$ cat src/rtl/mctrl_pkg.sv
`default_nettype none
// ----------------------------------------------------------------------------
// Module   : mctrl_pkg
// Purpose  : Shared encodings for the multicycle RV32I control unit: state
//            codes, opcode classes, datapath mux selects and ALU op codes.
// Revision : 1.0  initial release
// ----------------------------------------------------------------------------
package mctrl_pkg;

  typedef enum logic [3:0] {
    S_IDLE       = 4'd0,
    S_FETCH      = 4'd1,
    S_DECODE     = 4'd2,
    S_EXECUTE    = 4'd3,
    S_WRITE_BACK = 4'd4,
    S_MEMORY     = 4'd5,
    S_TRAP       = 4'd6
  } state_t;

  localparam logic [6:0] OP_LOAD   = 7'b0000011;
  localparam logic [6:0] OP_STORE  = 7'b0100011;
  localparam logic [6:0] OP_R      = 7'b0110011;
  localparam logic [6:0] OP_I      = 7'b0010011;
  localparam logic [6:0] OP_BRANCH = 7'b1100011;
  localparam logic [6:0] OP_JAL    = 7'b1101111;
  localparam logic [6:0] OP_JALR   = 7'b1100111;

  localparam logic [1:0] MUXB_RS2  = 2'd0;
  localparam logic [1:0] MUXB_IMM  = 2'd1;
  localparam logic [1:0] MUXB_FOUR = 2'd2;

  localparam logic [1:0] WB_ALU = 2'd0;
  localparam logic [1:0] WB_MEM = 2'd1;
  localparam logic [1:0] WB_PC4 = 2'd2;

  // Also consumed by the downstream ALUControl block
  localparam logic [1:0] ALUOP_ADD   = 2'b00;
  localparam logic [1:0] ALUOP_SUB   = 2'b01;
  localparam logic [1:0] ALUOP_FUNCT = 2'b10;

  typedef struct packed {
    logic       mem_req;
    logic       mem_addr_sel;
    logic       we_mem;
    logic       we_ir;
    logic       we_pc;
    logic       we_reg;
    logic       mux_a;
    logic [1:0] mux_b;
    logic [1:0] mux_wb;
    logic       mux_pc;
    logic [1:0] aluop;
    logic       illegal;
  } ctrl_word_t;

  function automatic logic is_legal(input logic [6:0] op);
    case (op)
      OP_LOAD, OP_STORE, OP_R, OP_I, OP_BRANCH, OP_JAL, OP_JALR: return 1'b1;
      default: return 1'b0;
    endcase
  endfunction

endpackage
`default_nettype wire

$ cat src/rtl/mctrl_if.sv
`default_nettype none
// ----------------------------------------------------------------------------
// Module   : mctrl_if
// Purpose  : Bundle between the control unit (master) and the datapath /
//            memory side (slave): status inputs and the full control word.
// Revision : 1.0  initial release
// ----------------------------------------------------------------------------
interface mctrl_if #(
  parameter int CNT_W = 32
);
  logic             start;
  logic             stop;
  logic [6:0]       opcode;
  logic             branch_taken;
  logic             mem_ready;

  logic             mem_req;
  logic             mem_addr_sel;
  logic             weMem;
  logic             weIR;
  logic             wePc;
  logic             weReg;
  logic             mux_a;
  logic [1:0]       mux_b;
  logic [1:0]       mux_wb;
  logic             mux_pc;
  logic [1:0]       aluop;
  logic [3:0]       state_reg;
  logic             illegal;
  logic [CNT_W-1:0] cycle_cnt;
  logic [CNT_W-1:0] instret_cnt;

  modport master (
    input  start, stop, opcode, branch_taken, mem_ready,
    output mem_req, mem_addr_sel, weMem, weIR, wePc, weReg, mux_a, mux_b,
           mux_wb, mux_pc, aluop, state_reg, illegal, cycle_cnt, instret_cnt
  );

  modport slave (
    output start, stop, opcode, branch_taken, mem_ready,
    input  mem_req, mem_addr_sel, weMem, weIR, wePc, weReg, mux_a, mux_b,
           mux_wb, mux_pc, aluop, state_reg, illegal, cycle_cnt, instret_cnt
  );
endinterface
`default_nettype wire

$ cat src/rtl/mctrl_decode.sv
`default_nettype none
// ----------------------------------------------------------------------------
// Module   : mctrl_decode
// Purpose  : Pure combinational map of {state, latched opcode, mem_ready,
//            branch_taken} to the datapath control word.
// Revision : 1.0  initial release
// ----------------------------------------------------------------------------
module mctrl_decode
  import mctrl_pkg::*;
(
  input  state_t     state,
  input  logic [6:0] opcode_q,
  input  logic       mem_ready,
  input  logic       branch_taken,
  output ctrl_word_t cw
);

  // Everything defaults to idle/zero; each state raises only what it owns
  always_comb begin
    cw = '0;
    case (state)
      S_FETCH: begin
        cw.mem_req      = 1'b1;
        cw.mem_addr_sel = 1'b0;
        cw.we_ir        = mem_ready;
      end
      S_EXECUTE: begin
        case (opcode_q)
          OP_R: begin
            cw.mux_b = MUXB_RS2;
            cw.aluop = ALUOP_FUNCT;
          end
          OP_I: begin
            cw.mux_b = MUXB_IMM;
            cw.aluop = ALUOP_FUNCT;
          end
          OP_LOAD, OP_STORE: begin
            cw.mux_b = MUXB_IMM;
            cw.aluop = ALUOP_ADD;
          end
          OP_BRANCH: begin
            // Branch target comes from the datapath adder; ALU only compares
            cw.aluop  = ALUOP_SUB;
            cw.mux_b  = MUXB_RS2;
            cw.we_pc  = 1'b1;
            cw.mux_pc = branch_taken;
          end
          OP_JAL: begin
            cw.mux_a = 1'b1;
            cw.mux_b = MUXB_IMM;
            cw.aluop = ALUOP_ADD;
          end
          OP_JALR: begin
            cw.mux_a = 1'b0;
            cw.mux_b = MUXB_IMM;
            cw.aluop = ALUOP_ADD;
          end
          default: ;
        endcase
      end
      S_MEMORY: begin
        cw.mem_req      = 1'b1;
        cw.mem_addr_sel = 1'b1;
        cw.we_mem       = (opcode_q == OP_STORE);
        // A store retires on its memory completion, so PC advances here
        cw.we_pc        = (opcode_q == OP_STORE) && mem_ready;
      end
      S_WRITE_BACK: begin
        cw.we_reg = 1'b1;
        cw.we_pc  = 1'b1;
        case (opcode_q)
          OP_LOAD:          cw.mux_wb = WB_MEM;
          OP_JAL, OP_JALR: begin
            cw.mux_wb = WB_PC4;
            cw.mux_pc = 1'b1;
          end
          default:          cw.mux_wb = WB_ALU;
        endcase
      end
      S_TRAP: cw.illegal = 1'b1;
      default: ;
    endcase
  end

endmodule
`default_nettype wire

$ cat src/rtl/multicycle_ctrl.sv
`default_nettype none
// ----------------------------------------------------------------------------
// Module   : multicycle_ctrl
// Purpose  : Sequencing control for the multicycle RV32I datapath. Holds the
//            state and latched opcode; the control word is decoded in
//            mctrl_decode. Optional performance counters are built when
//            MCTRL_PERF_CNT_EN is defined, otherwise tied to zero.
// Revision : 1.0  initial release
// ----------------------------------------------------------------------------
module multicycle_ctrl
  import mctrl_pkg::*;
#(
  parameter logic [3:0] RESET_STATE = 4'b0000,
  parameter int         CNT_W       = 32
) (
  input  logic     clk,
  input  logic     reset,
  mctrl_if.master  bus
);

  state_t     state_reg;
  state_t     state_next;
  logic [6:0] opcode_q;
  ctrl_word_t cw;

  mctrl_decode u_decode (
    .state        (state_reg),
    .opcode_q     (opcode_q),
    .mem_ready    (bus.mem_ready),
    .branch_taken (bus.branch_taken),
    .cw           (cw)
  );

  // Next-state selection; stop is only consulted where an instruction retires
  always_comb begin
    state_next = state_reg;
    case (state_reg)
      S_IDLE:   if (bus.start) state_next = S_FETCH;
      S_FETCH:  if (bus.mem_ready) state_next = S_DECODE;
      S_DECODE: state_next = is_legal(bus.opcode) ? S_EXECUTE : S_TRAP;
      S_EXECUTE: begin
        case (opcode_q)
          OP_LOAD, OP_STORE:           state_next = S_MEMORY;
          OP_BRANCH:                   state_next = bus.stop ? S_IDLE : S_FETCH;
          OP_R, OP_I, OP_JAL, OP_JALR: state_next = S_WRITE_BACK;
          default:                     state_next = S_TRAP;
        endcase
      end
      S_MEMORY: begin
        if (bus.mem_ready) begin
          if (opcode_q == OP_LOAD) state_next = S_WRITE_BACK;
          else                     state_next = bus.stop ? S_IDLE : S_FETCH;
        end
      end
      S_WRITE_BACK: state_next = bus.stop ? S_IDLE : S_FETCH;
      S_TRAP:       state_next = S_TRAP;
      default:      state_next = S_IDLE;
    endcase
  end

  // State register and opcode latch (opcode captured only while decoding)
  always_ff @(posedge clk or negedge reset) begin
    if (!reset) begin
      state_reg <= state_t'(RESET_STATE);
      opcode_q  <= '0;
    end else begin
      state_reg <= state_next;
      if (state_reg == S_DECODE) opcode_q <= bus.opcode;
    end
  end

  assign bus.mem_req      = cw.mem_req;
  assign bus.mem_addr_sel = cw.mem_addr_sel;
  assign bus.weMem        = cw.we_mem;
  assign bus.weIR         = cw.we_ir;
  assign bus.wePc         = cw.we_pc;
  assign bus.weReg        = cw.we_reg;
  assign bus.mux_a        = cw.mux_a;
  assign bus.mux_b        = cw.mux_b;
  assign bus.mux_wb       = cw.mux_wb;
  assign bus.mux_pc       = cw.mux_pc;
  assign bus.aluop        = cw.aluop;
  assign bus.illegal      = cw.illegal;
  assign bus.state_reg    = state_reg;

`ifdef MCTRL_PERF_CNT_EN
  localparam logic [CNT_W-1:0] CNT_ONE = {{(CNT_W-1){1'b0}}, 1'b1};

  logic [CNT_W-1:0] cycle_cnt;
  logic [CNT_W-1:0] instret_cnt;

  // Busy cycles and retired instructions (one wePc pulse per retirement)
  always_ff @(posedge clk or negedge reset) begin
    if (!reset) begin
      cycle_cnt   <= '0;
      instret_cnt <= '0;
    end else begin
      if (state_reg != S_IDLE) cycle_cnt <= cycle_cnt + CNT_ONE;
      if (cw.we_pc) instret_cnt <= instret_cnt + CNT_ONE;
    end
  end

  assign bus.cycle_cnt   = cycle_cnt;
  assign bus.instret_cnt = instret_cnt;
`else
  assign bus.cycle_cnt   = {CNT_W{1'b0}};
  assign bus.instret_cnt = {CNT_W{1'b0}};
`endif

endmodule
`default_nettype wire

$ cat src/flat_wrapper.sv
// flat-port wrapper written by rule: the top's interface ports become plain ports
module multicycle_ctrl_flat import mctrl_pkg::*;
#(
  parameter logic [3:0] RESET_STATE = 4'b0000,
  parameter int         CNT_W       = 32
)
  (clk, reset, bus_start, bus_stop, bus_opcode, bus_branch_taken, bus_mem_ready, bus_mem_req, bus_mem_addr_sel, bus_weMem, bus_weIR, bus_wePc, bus_weReg, bus_mux_a, bus_mux_b, bus_mux_wb, bus_mux_pc, bus_aluop, bus_state_reg, bus_illegal, bus_cycle_cnt, bus_instret_cnt);
  mctrl_if #(.CNT_W(CNT_W)) bus_i ();
  input  logic clk;
  input  logic reset;
  input wire logic [$bits(bus_i.start)-1:0] bus_start;
  input wire logic [$bits(bus_i.stop)-1:0] bus_stop;
  input wire logic [$bits(bus_i.opcode)-1:0] bus_opcode;
  input wire logic [$bits(bus_i.branch_taken)-1:0] bus_branch_taken;
  input wire logic [$bits(bus_i.mem_ready)-1:0] bus_mem_ready;
  output wire logic [$bits(bus_i.mem_req)-1:0] bus_mem_req;
  output wire logic [$bits(bus_i.mem_addr_sel)-1:0] bus_mem_addr_sel;
  output wire logic [$bits(bus_i.weMem)-1:0] bus_weMem;
  output wire logic [$bits(bus_i.weIR)-1:0] bus_weIR;
  output wire logic [$bits(bus_i.wePc)-1:0] bus_wePc;
  output wire logic [$bits(bus_i.weReg)-1:0] bus_weReg;
  output wire logic [$bits(bus_i.mux_a)-1:0] bus_mux_a;
  output wire logic [$bits(bus_i.mux_b)-1:0] bus_mux_b;
  output wire logic [$bits(bus_i.mux_wb)-1:0] bus_mux_wb;
  output wire logic [$bits(bus_i.mux_pc)-1:0] bus_mux_pc;
  output wire logic [$bits(bus_i.aluop)-1:0] bus_aluop;
  output wire logic [$bits(bus_i.state_reg)-1:0] bus_state_reg;
  output wire logic [$bits(bus_i.illegal)-1:0] bus_illegal;
  output wire logic [$bits(bus_i.cycle_cnt)-1:0] bus_cycle_cnt;
  output wire logic [$bits(bus_i.instret_cnt)-1:0] bus_instret_cnt;
  assign bus_i.start = bus_start;
  assign bus_i.stop = bus_stop;
  assign bus_i.opcode = bus_opcode;
  assign bus_i.branch_taken = bus_branch_taken;
  assign bus_i.mem_ready = bus_mem_ready;
  assign bus_mem_req = bus_i.mem_req;
  assign bus_mem_addr_sel = bus_i.mem_addr_sel;
  assign bus_weMem = bus_i.weMem;
  assign bus_weIR = bus_i.weIR;
  assign bus_wePc = bus_i.wePc;
  assign bus_weReg = bus_i.weReg;
  assign bus_mux_a = bus_i.mux_a;
  assign bus_mux_b = bus_i.mux_b;
  assign bus_mux_wb = bus_i.mux_wb;
  assign bus_mux_pc = bus_i.mux_pc;
  assign bus_aluop = bus_i.aluop;
  assign bus_state_reg = bus_i.state_reg;
  assign bus_illegal = bus_i.illegal;
  assign bus_cycle_cnt = bus_i.cycle_cnt;
  assign bus_instret_cnt = bus_i.instret_cnt;
  multicycle_ctrl #(.RESET_STATE(RESET_STATE), .CNT_W(CNT_W)) u_core (.clk(clk), .reset(reset), .bus(bus_i));
endmodule
$ cat config.mk
export PLATFORM = sky130hd
export DESIGN_NAME = multicycle_ctrl_flat
export DESIGN_NICKNAME = d
export VERILOG_FILES = /design/src/rtl/mctrl_pkg.sv /design/src/rtl/mctrl_if.sv /design/src/rtl/mctrl_decode.sv /design/src/rtl/multicycle_ctrl.sv /design/src/flat_wrapper.sv
export SDC_FILE = /design/constraint.sdc
export NUM_CORES = 1
export LEC_CHECK = 0
export BUFFER_PORTS_ARGS = -buffer_cell sky130_fd_sc_hd__buf_4
export CORE_MARGIN = 2
export CORE_UTILIZATION = 38
export CTS_BUF_LIST = sky130_fd_sc_hd__clkbuf_8
export CTS_CLUSTER_DIAMETER = 120
export DETAILED_ROUTE_END_ITERATION = 8
export PLACE_DENSITY_LB_ADDON = 0.12
export SLEW_MARGIN = 40
export SYNTH_ARGS = -nofsm -noshare
export SYNTH_HDL_FRONTEND = slang
export SYNTH_SLANG_ARGS = --single-unit
$ cat constraint.sdc
create_clock -name clk -period 3 [get_ports clk]
set_input_delay 0.45 -clock clk [delete_from_list [all_inputs] [get_ports clk]]
set_output_delay 0.45 -clock clk [all_outputs]
set_load 0.02 [all_outputs]
# Word-level counts from Yosys, hierarchy flattened
# Index checks and enable logic that the tools add are counted.
dict set report totals {
  ff_bits 11
  latch_bits 0
  ramBits 0
  rom_bits 0
  input_bits 13
  output_inout_bits 83
  elab_cells 61
  mem_count 0
}
dict set report classes {
  add_sub_neg 0
  multipliers 0
  div_mod_pow 0
  order_cmp 0
  n_eq_ne 23
  shifts 0
  muxes 27
  n_bitwise 0
  n_reduce_logical 9
}
# op n
set ops {}
lappend ops {{$eq 7x7->1 const B} 6}
lappend ops {{$eq 7x6->1 const B} 4}
lappend ops {{$pmux 4 s7} 1}
lappend ops {{$mux 4} 4}
lappend ops {{$eq 7x2->1 const B} 2}
lappend ops {{$eq 7x5->1 const B} 2}
lappend ops {{$eq 4x3->1 const B} 3}
lappend ops {{$mux 1} 12}
lappend ops {{$pmux 2 s2} 3}
lappend ops {{$pmux 4 s3} 1}
lappend ops {{$eq 4x2->1 const B} 2}
lappend ops {{$reduce_or 7->1} 1}
lappend ops {{$mux 3} 2}
lappend ops {{$ne 2x2->1 const B} 3}
lappend ops {{$reduce_or 2->1} 3}
lappend ops {{$reduce_or 5->1} 1}
lappend ops {{$eq 4x1->1 const B} 1}
lappend ops {{$logic_not 4->1} 1}
lappend ops {{$mux 2} 2}
lappend ops {{$reduce_or 4->1} 1}
lappend ops {{$pmux 1 s3} 1}
lappend ops {{$reduce_and 3->1} 1}
lappend ops {{$pmux 1 s2} 1}
lappend ops {{$logic_and 1x1->1} 1}

# Longest topological paths before layout
# Gate-level depths: netlist (run 1).
dict set report logic_depth {
  word_depth 6
  depth_mapped 6
  mapped_depth_nobuf 5
}

# Cells and area by module
# From an unflattened synthesis (run 1), not the netlist that was laid out.
dict set report unflattened {
  cells_unflattened 161
  hier_area_um2 1317.5
}
# mod instances cells_each area_each_um2 seq_area_each_um2
set modules_own_cells {}
lappend modules_own_cells {multicycle_ctrl 1 127 1106.1 250.2}
lappend modules_own_cells {mctrl_decode 1 34 211.5 0.0}

# Least setup slack after synthesis (run 1)
# No wires, ideal clock.
dict set report synth_timing {
  path_type {register -> output}
  start {reg u_core.state_reg[0], in the netlist u_core.bus.state_reg[0]}
  end {out bus_wePc}
  t_arrival_ps 2077
  t_required_ps 2550
  slack_ps 473
  stages_incl_launch_ff 6
  n_path_buf 1
  cell_sequence {dfrtp_1 -> buf_4 -> nor2b_4 -> nand2_2 -> nor4_1 -> a211o_1}
}
dict set report synth_between {
  elab_chain_cells 2
  elab_cells_between_ends 4
  classes_between {3 x eq/ne; 1 x mux}
}
# item line_no
set synth_rtl {}
lappend synth_rtl {{start, declared} multicycle_ctrl.sv:21} ;# state_t state_reg;
lappend synth_rtl {{start signal, assigned} multicycle_ctrl.sv:64} ;# state_reg <= state_t'(RESET_STATE);
lappend synth_rtl {{start signal, assigned} multicycle_ctrl.sv:67} ;# state_reg <= state_next;
lappend synth_rtl {{$eq 4x3->1 / $eq 4x2->1 (equally long branches)} mctrl_decode.sv:21} ;# case (state)
lappend synth_rtl {{$pmux 1 s3 (*)} mctrl_decode.sv:21}
lappend synth_rtl {{end, declared} flat_wrapper.sv:20} ;# output wire logic [$bits(bus_i.wePc)-1:0] bus_wePc;
# Every way passes the cells marked *; elsewhere a longest branch is shown, timed or not.

# Final worst setup path (run 1)
# Same ends and word-level chain as after synthesis.

==> results of run 1 <==
metrics by stage:
step                      std cells  power, uW  worst slack, ns  area [um^2]
after detailed placement        211        848            0.899         1220
after floorplan                 207        778            0.473         1460
final                           214        986            0.620         1260
after global routing            214       1070            0.459         1260
after CTS                       214        995            0.585         1260
after global placement          211        844            0.772         1220
metal layers:
metal / GRT usage (%) / vias to the layer above
li1: - / 403
met1: 17.8 / 385
met2: 17.4 / 55
met3: 3.20 / 3
met4: 5.59 / 0
met5: 0 / -
area by class of cell:
class / instances / area [um^2] / share of cell area [%]
well taps: 44 / 55.1 / 4.38
multi-input cells: 124 / 678 / 53.9
flip-flops and latches: 10 / 250 / 19.9
repair buffers: 29 / 218 / 17.3
clock buffers: 3 / 41.3 / 3.28
inverters: 4 / 15.0 / 1.19
logic make-up (layout without fill, tap and decap cells):
logic type,after synthesis,in the layout,synth area share (%)
multiplexers,6,6,5.56
AND/OR/NAND/NOR,34,34,19.1
flip-flops,10,10,20.6
AO/OA/AOI/OAI,18,18,10.8
other,1,66,0.309
buffers and inverters,73,36,43.7
path summary, 6_finish.rpt:
path,end,slack [ns]
max,bus_wePc,0.62
min reg2reg,u_core.opcode_q[2]$_DFFE_PN0P_,0.54
min in group clk,u_core.bus.state_reg[0]$_DFFE_PN0P_,0.43
max in group asynchronous,u_core.opcode_q[1]$_DFFE_PN0P_,2.82
min,u_core.opcode_q[6]$_DFFE_PN0P_,0.03
max reg2reg,u_core.bus.state_reg[0]$_DFFE_PN0P_,1.31
power groups by stage:
stage | Combinational (uW) | Clock [uW] | Sequential, uW
2_1_floorplan | 497 | 0 | 281
5_1_grt | 572 | 156 | 340
4_1_cts | 525 | 145 | 325
6_report | 522 | 140 | 324
3_3_place_gp | 524 | 0 | 321
3_5_place_dp | 521 | 0 | 327
cell usage in the layout, fill, tap and decap left out, types with 2 or more instances in the layout:
| cell type | count |
|---|---|
| nor2b_1 | 2 |
| nand2_2 | 2 |
| and3_1 | 2 |
| mux2_2 | 6 |
| a21o_1 | 2 |
| a2111oi_0 | 2 |
| nor3_1 | 3 |
| nand2_1 | 2 |
| buf_4 | 29 |
| inv_1 | 4 |
| clkbuf_8 | 3 |
| nand2b_1 | 3 |
| dfrtp_1 | 10 |
| nor2_1 | 7 |
| nor4_1 | 2 |
| a211oi_1 | 2 |
| o21ai_0 | 3 |
| o31ai_1 | 3 |
| conb_1 | 66 |
==> summary.md, run 1 <==
| Metric | Value |
|---|---|
| Main synth FF type | `dfrtp_1` |
| Synth warn | `0` |
| Post-CTS setup buffer count | `0` |
| Final core utilization | `41.2%` |
| Antenna Nets Post-Route | `0` |
| Worst path depth | `5` |
| Antenna diodes | `0` |
| Top cells by count, synth | `68 x buf_4, 10 x dfrtp_1, 7 x nor2_1` |
| Share of cells above drive strength 1 | `28.2%` |
| CP startpoint | `u_core.bus.state_reg[0]$_DFFE_PN0P_` |
| CTS H-tree lvls | `1` |
| Count leader, synth | `buf_4` |
| Hold slack | `0.0335 ns` |
| CORE AREA | `0.00305 mm^2` |
| CTS Root Cell | `clkbuf_8` |
| RSZ-0062 raised after global routing | `no` |
| Die W | `60.5 um` |
| Setup_tns | `0 ns` |
| WP data required | `2.55 ns` |
| Crit-path max FO | `11` |
| Initial antenna violation count | `0` |
| Internal power | `516 uW` |
| Startpoint Class | `register` |
| Met1 WL | `976 um` |
| CTS tree | `built` |
| Clock sink total | `10` |
| Ys async rst share | `100%` |
| Max reg flops | `7` |
| Met3 Wirelength | `roughly 240 um` |
| Share of power burned in registers | `between 30% and 40%` |
| HP Class | `input pin to async pin` |
| Max-slew violations | `0` |
| FMAX | `420 MHz` |
| Uppermost layer routed | `met4` |
| Post-synth top area cell | `buf_4` |
| Register bit total from synthesis | `10` |
| DPL Wire Length | `1930 um` |
| Met2 WL | `approximately 1100 um` |
| Via count | `846` |
| Yosys top cell area share | `42.0%` |
| First-pass DRT Iterations | `4` |
| Synth top area cells | `buf_4 42%, dfrtp_1 21%, mux2_2 5.6%` |
| Seq/Total Area, Yosys | `20.6%` |
| WL final | `2320 um` |
| Status | `complete, no violations` |
| Die footprint | `0.00367 mm^2` |
| Largest net degree at the start of global routing | `12` |
| Tmin final | `roughly 2.4 ns` |
| Slowest cell on crit path | `dfrtp_1` |
| CP Capture Type | `primary output` |
| Cells after synthesis | `about 140` |
| Sw Share | `47.7%` |
| Global Route Usage Sum | `12.4%` |
| Peak supply drop | `between 0.3 and 0.4 mV` |
| Kind of critical path | `register to primary output` |
| Part of the cycle the worst path needs | `79.3%` |
| Logic gate share of total power | `52.9%` |
| CP arrival | `1.93 ns` |
| Clock Skew | `0.00111 ns` |
| Clock share of power | `around 14%` |
| CP Cell Sequence | `nor2b_4 > nand2_2 > nor4_1 > a211o_1 > buf_4` |
| Max-cap viol count | `0` |
| Distinct cells, synth | `36` |
| Synth-to-Final Area Change | `3.50%` |
| Clk buf depth | `2` |
| Drt wl/cell | `10.9 um` |
| P per Cell Area | `a little under 800 mW/mm^2` |
| GPL Wtd Cong | `~0.82` |
| Setup Viol. Count Final | `0` |
| GRT Residual Overflow | `0` |
| Vias per inst | `3.95` |
| Clock-pin slew on the worst setup and hold paths | `0.05 ns` |
| Synthesized cell area | `0.00121 mm^2` |
| Num rows | `20` |
| DRC viols | `0` |
| Mean Syn Cell Area | `between 8 and 9 um^2` |
| Clock latency at the later pin of the worst-skew pair | `between 0.2 and 0.25 ns` |
| Post-synth EDFFs | `0` |
| Hold Fails Final Rpt | `0` |
| Post-CTS Resized | `0` |
| I/O pins | `96` |
| Vias in the first global route | `685` |
| Switch Pwr | `471 uW` |
| Port-buffer cells | `29` |
| Initial Util | `39.8%` |
| Lkg Pwr | `0.000677 uW` |
| Reg2reg start | `u_core.bus.state_reg[1]$_DFFE_PN0P_` |
| CP top delay family | `simple AND/OR/NAND/NOR gates` |
| Total Nets Final | `185` |
| Worst path max stage delay | `0.54 ns` |
| Hold buffer count at cts | `0` |
| Fillers | `between 300 and 400` |
| Number of buffers created by CTS | `3` |
| Crit path buffers/inverters | `1` |
| Reg2Reg Depth | `5` |
| Initial DRC count | `32` |
| Die height | `60.5 um` |
| First-pass GRT wire length | `3300 um` |
No activity file was read; power rests on OpenSTA's default activity.
==> run 2: changes to the inputs <==
- ABC_AREA: not set -> 1
- clock period: 3 -> 2.2 ns (I/O delays scaled with it)
==> summary.md, run 2 <==
| Metric | Value |
|---|---|
| P per Cell Area | `1000 mW/mm^2 (+28%)` |
| Total Nets Final | `223 (+21%)` |
| Max reg flops | `7 (unchanged)` |
| Setup slack, reg-to-reg | `0.69 ns (-0.62 ns)` |
| Die height | `60.8 um (+0.48%)` |
| Clk buf depth | `2 (unchanged)` |
| GRT Residual Overflow | `0 (unchanged)` |
| CP Cell Sequence | `inv_2 > nand2_2 > nor2_2 > nand2_1 > a221oi_1 > buf_4` |
| Lkg Pwr | `0.000769 uW (+14%)` |
| Status | `complete, no violations` |
| Clock-pin slew on the worst setup and hold paths | `0.05 ns (about the same)` |
| Yosys top cell area share | `40.4% (-1.7 points)` |
| Mean Syn Cell Area | `6.93 um^2 (-19%)` |
| Antenna Nets Post-Route | `0 (unchanged)` |
| Startpoint Class | `register` |
| GR Layer Usage met3 | `2.13% (-1.1 points)` |
| Distinct cells, synth | `23 (-36%)` |
| Synth-to-Final Area Change | `6.63%` |
| Part of the cycle the worst path needs | `86.6%` |
| DPL Wire Length | `1820 um (-5.4%)` |
| Crit-path max FO | `5 (-6)` |
| Worst path max stage delay | `0.39 ns (-0.15 ns)` |
| Register area | `250 um^2 (unchanged)` |
| Max-cap viol count | `0 (unchanged)` |
| Max-slew violations | `0 (unchanged)` |
| Synthesized cell area | `0.00123 mm^2 (+1.0%)` |
| Register bit total from synthesis | `10 (unchanged)` |
| Tot Pwr | `1310 uW (+33%)` |
| Clock sink total | `10 (unchanged)` |
| Initial antenna violation count | `0 (unchanged)` |
| Ys async rst share | `100% (unchanged)` |
| Post-synth EDFFs | `0 (unchanged)` |
| Setup Viol. Count Final | `0 (unchanged)` |
| HP Class | `input pin to register` |
| Hold buffer count at cts | `1 (+1)` |
| Port-buffer cells | `29 (unchanged)` |
| CORE AREA | `0.00305 mm^2 (unchanged)` |
| Cells after synthesis | `177 (+25%)` |
| Commonest non-fill, non-tap cells in the layout | `66 x conb_1, 37 x nand2_1, 29 x buf_4` |
| CP startpoint | `u_core.opcode_q[4]$_DFFE_PN0P_` |
| Setup_tns | `0 ns (unchanged)` |
| Sw Share | `50.3% (+2.6 points)` |
| Initial DRC count | `14 (-56%)` |
| Reg2Reg Depth | `7 (+2)` |
| Logic gate share of total power | `56.4% (+3.5 points)` |
| Num rows | `20 (unchanged)` |
| Hold Path End | `u_core.opcode_q[0]$_DFFE_PN0P_` |
| GPL Wtd Cong | `0.756 (-8.3%)` |
| Largest net degree at the start of global routing | `14 (+2)` |
| Number of standard cells in the layout, taps in and fillers out | `253 (+18%)` |
| Kind of critical path | `register to primary output` |
| Count leader, synth | `buf_4` |
| Share of power burned in registers | `26.3% (-6.5 points)` |
| Global route hottest layer | `met2` |
| CTS H-tree lvls | `1 (unchanged)` |
| First-pass DRT Iterations | `4 (unchanged)` |
| Hold Startpoint | `bus_opcode[0]` |
| DRC viols | `0 (unchanged)` |
| Clock latency at the later pin of the worst-skew pair | `0.23 ns (about the same)` |
| FMAX | `525 MHz` |
| Die footprint | `0.00370 mm^2 (+0.96%)` |
| Placed Cells | `248 (+18%)` |
| Global Route Usage Sum | `11.3% (-1.1 points)` |
| Antenna diodes | `0 (unchanged)` |
| CTS Root Cell | `clkbuf_8` |
| Top cells by count, synth | `66 x buf_4, 37 x nand2_1, 11 x inv_1` |
| Seq/Total Area, Yosys | `20.4% (-0.21 points)` |
| Share of cells above drive strength 1 | `24.4% (-3.8 points)` |
| Synth warn | `0 (unchanged)` |
| WP data required | `1.87 ns (-0.68 ns)` |
| Main synth FF type | `dfrtp_1` |
| Internal power | `651 uW (+26%)` |
| Number of buffers created by CTS | `3 (unchanged)` |
| GRT met2 Usage | `19.5% (+2.1 points)` |
| Synth top area cells | `buf_4 40%, dfrtp_1 20%, nand2_1 11%` |
| Slowest cell on crit path | `dfrtp_1` |
| Hold path cells | `3` |
| Met1 usage | `12.8% (-5.0 points)` |
| Clock share of power | `17.4% (+3.2 points)` |
| CTS tree | `built` |
| Clock Skew | `0.00539 ns (+0.00428 ns)` |
| First-pass GRT wire length | `3080 um (-6.7%)` |
| Post-CTS Resized | `0 (unchanged)` |
| CP Capture Type | `primary output` |
| Drt wl/cell | `8.42 um (-22%)` |
| CP arrival | `1.57 ns (-0.36 ns)` |
| Peak supply drop | `0.282 mV (-16%)` |
| Hold Fails Final Rpt | `0 (unchanged)` |
| Via count | `945 (+12%)` |
| CP top delay family | `flip-flops` |
| Switch Pwr | `659 uW (+40%)` |
| I/O pins | `96 (unchanged)` |
| Worst flop-to-flop path endpoint | `u_core.bus.state_reg[2]$_DFFE_PN0P_` |
| Tmin final | `1.90 ns` |
| Most common cell after layout, fill and taps aside | `conb_1` |
| Area of the multi-input gates | `651 um^2 (-4.1%)` |
| Vias per inst | `3.74 (-5.5%)` |
| Post-CTS setup buffer count | `0 (unchanged)` |
| Initial Util | `40.2% (+0.41 points)` |
| Crit path buffers/inverters | `2 (+1)` |
| Vias in the first global route | `719 (+5.0%)` |
| Reg2reg start | `u_core.bus.state_reg[0]$_DFFE_PN0P_` |
| RSZ-0062 raised after global routing | `no` |
| Post-synth top area cell | `buf_4` |
| Fillers | `338 (-4.8%)` |
| Die W | `60.8 um (+0.48%)` |
| WL final | `2130 um (-8.2%)` |
==> run 2: cell types whose count changed after synthesis, sizes merged, moves of 3 or more <==
cell	change
inv	+14
nor2b	-3
o21ai	+5
nand3	+6
and3	-3
nand2	+36
mux2	-6
nor2	+7
nand2b	-4
o31ai	-3
==> run 2: metrics by stage <==
stage | hold WS [ns] | area [um^2] | utilization [%] | setup slack (ns)
floorplan | 0.0344 | 1470 | - | 0.424
global placement | 0.168 | 1240 | 40.7 | 0.543
detailed placement | 0.170 | 1240 | 40.7 | 0.557
CTS | 0.299 | 1310 | 42.9 | 0.292
global route | 0.320 | 1310 | 42.9 | 0.178
finish | 0.302 | 1310 | 42.9 | 0.296
==> run 2: layer usage <==
metal | wire [um] | up-vias
li1 | - | 473
met1 | 880 | 413
met2 | 1010 | 57
met3 | 213 | 2
met4 | 27 | 0
met5 | 0 | -
==> run 2: how the worst max path moves through the flow <==
stage	to	slack, ns	depth (start not counted)
after floorplan	bus_mux_b[0]	0.42	3
after global placement	bus_mux_b[0]	0.54	6
after detailed placement	bus_mux_b[0]	0.56	6
after CTS	bus_mux_b[0]	0.29	6
after global routing	bus_mux_b[0]	0.18	6
final	bus_mux_b[0]	0.30	6
==> run 2: cells by family (layout without fill, tap and decap cells) <==
kind of cell	Yosys count	count (layout)	share of synthesized area, %
buf+inv	85	52	46.5
compound gates	11	11	4.79
flops	10	10	20.4
simple gates	70	70	28.0
other cells	1	66	0.306
==> run 2: worst reg2reg max path, delay by kind of cell, from the launching register on <==
family	cells	cell delay (ns)
flip-flops	1	0.40
AO/OA/AOI/OAI	3	0.31
buffers and inverters	2	0.26
AND/OR/NAND/NOR	2	0.46
==> run 2: power groups by stage <==
stage,clock (uW),sequential (uW),combinational (uW)
2_1_floorplan,0,360,626
3_3_place_gp,0,343,742
3_5_place_dp,0,345,744
4_1_cts,236,342,748
5_1_grt,245,356,836
6_report,227,344,738
==> run 2: cell type report <==
cell class              instances  share of cell area (%)
repair buffers                 30                    17.4
flip-flops and latches         10                    19.1
well taps                      44                    4.21
inverters                      18                    5.35
multi-input cells             147                    49.7
clock buffers                   4                    4.21
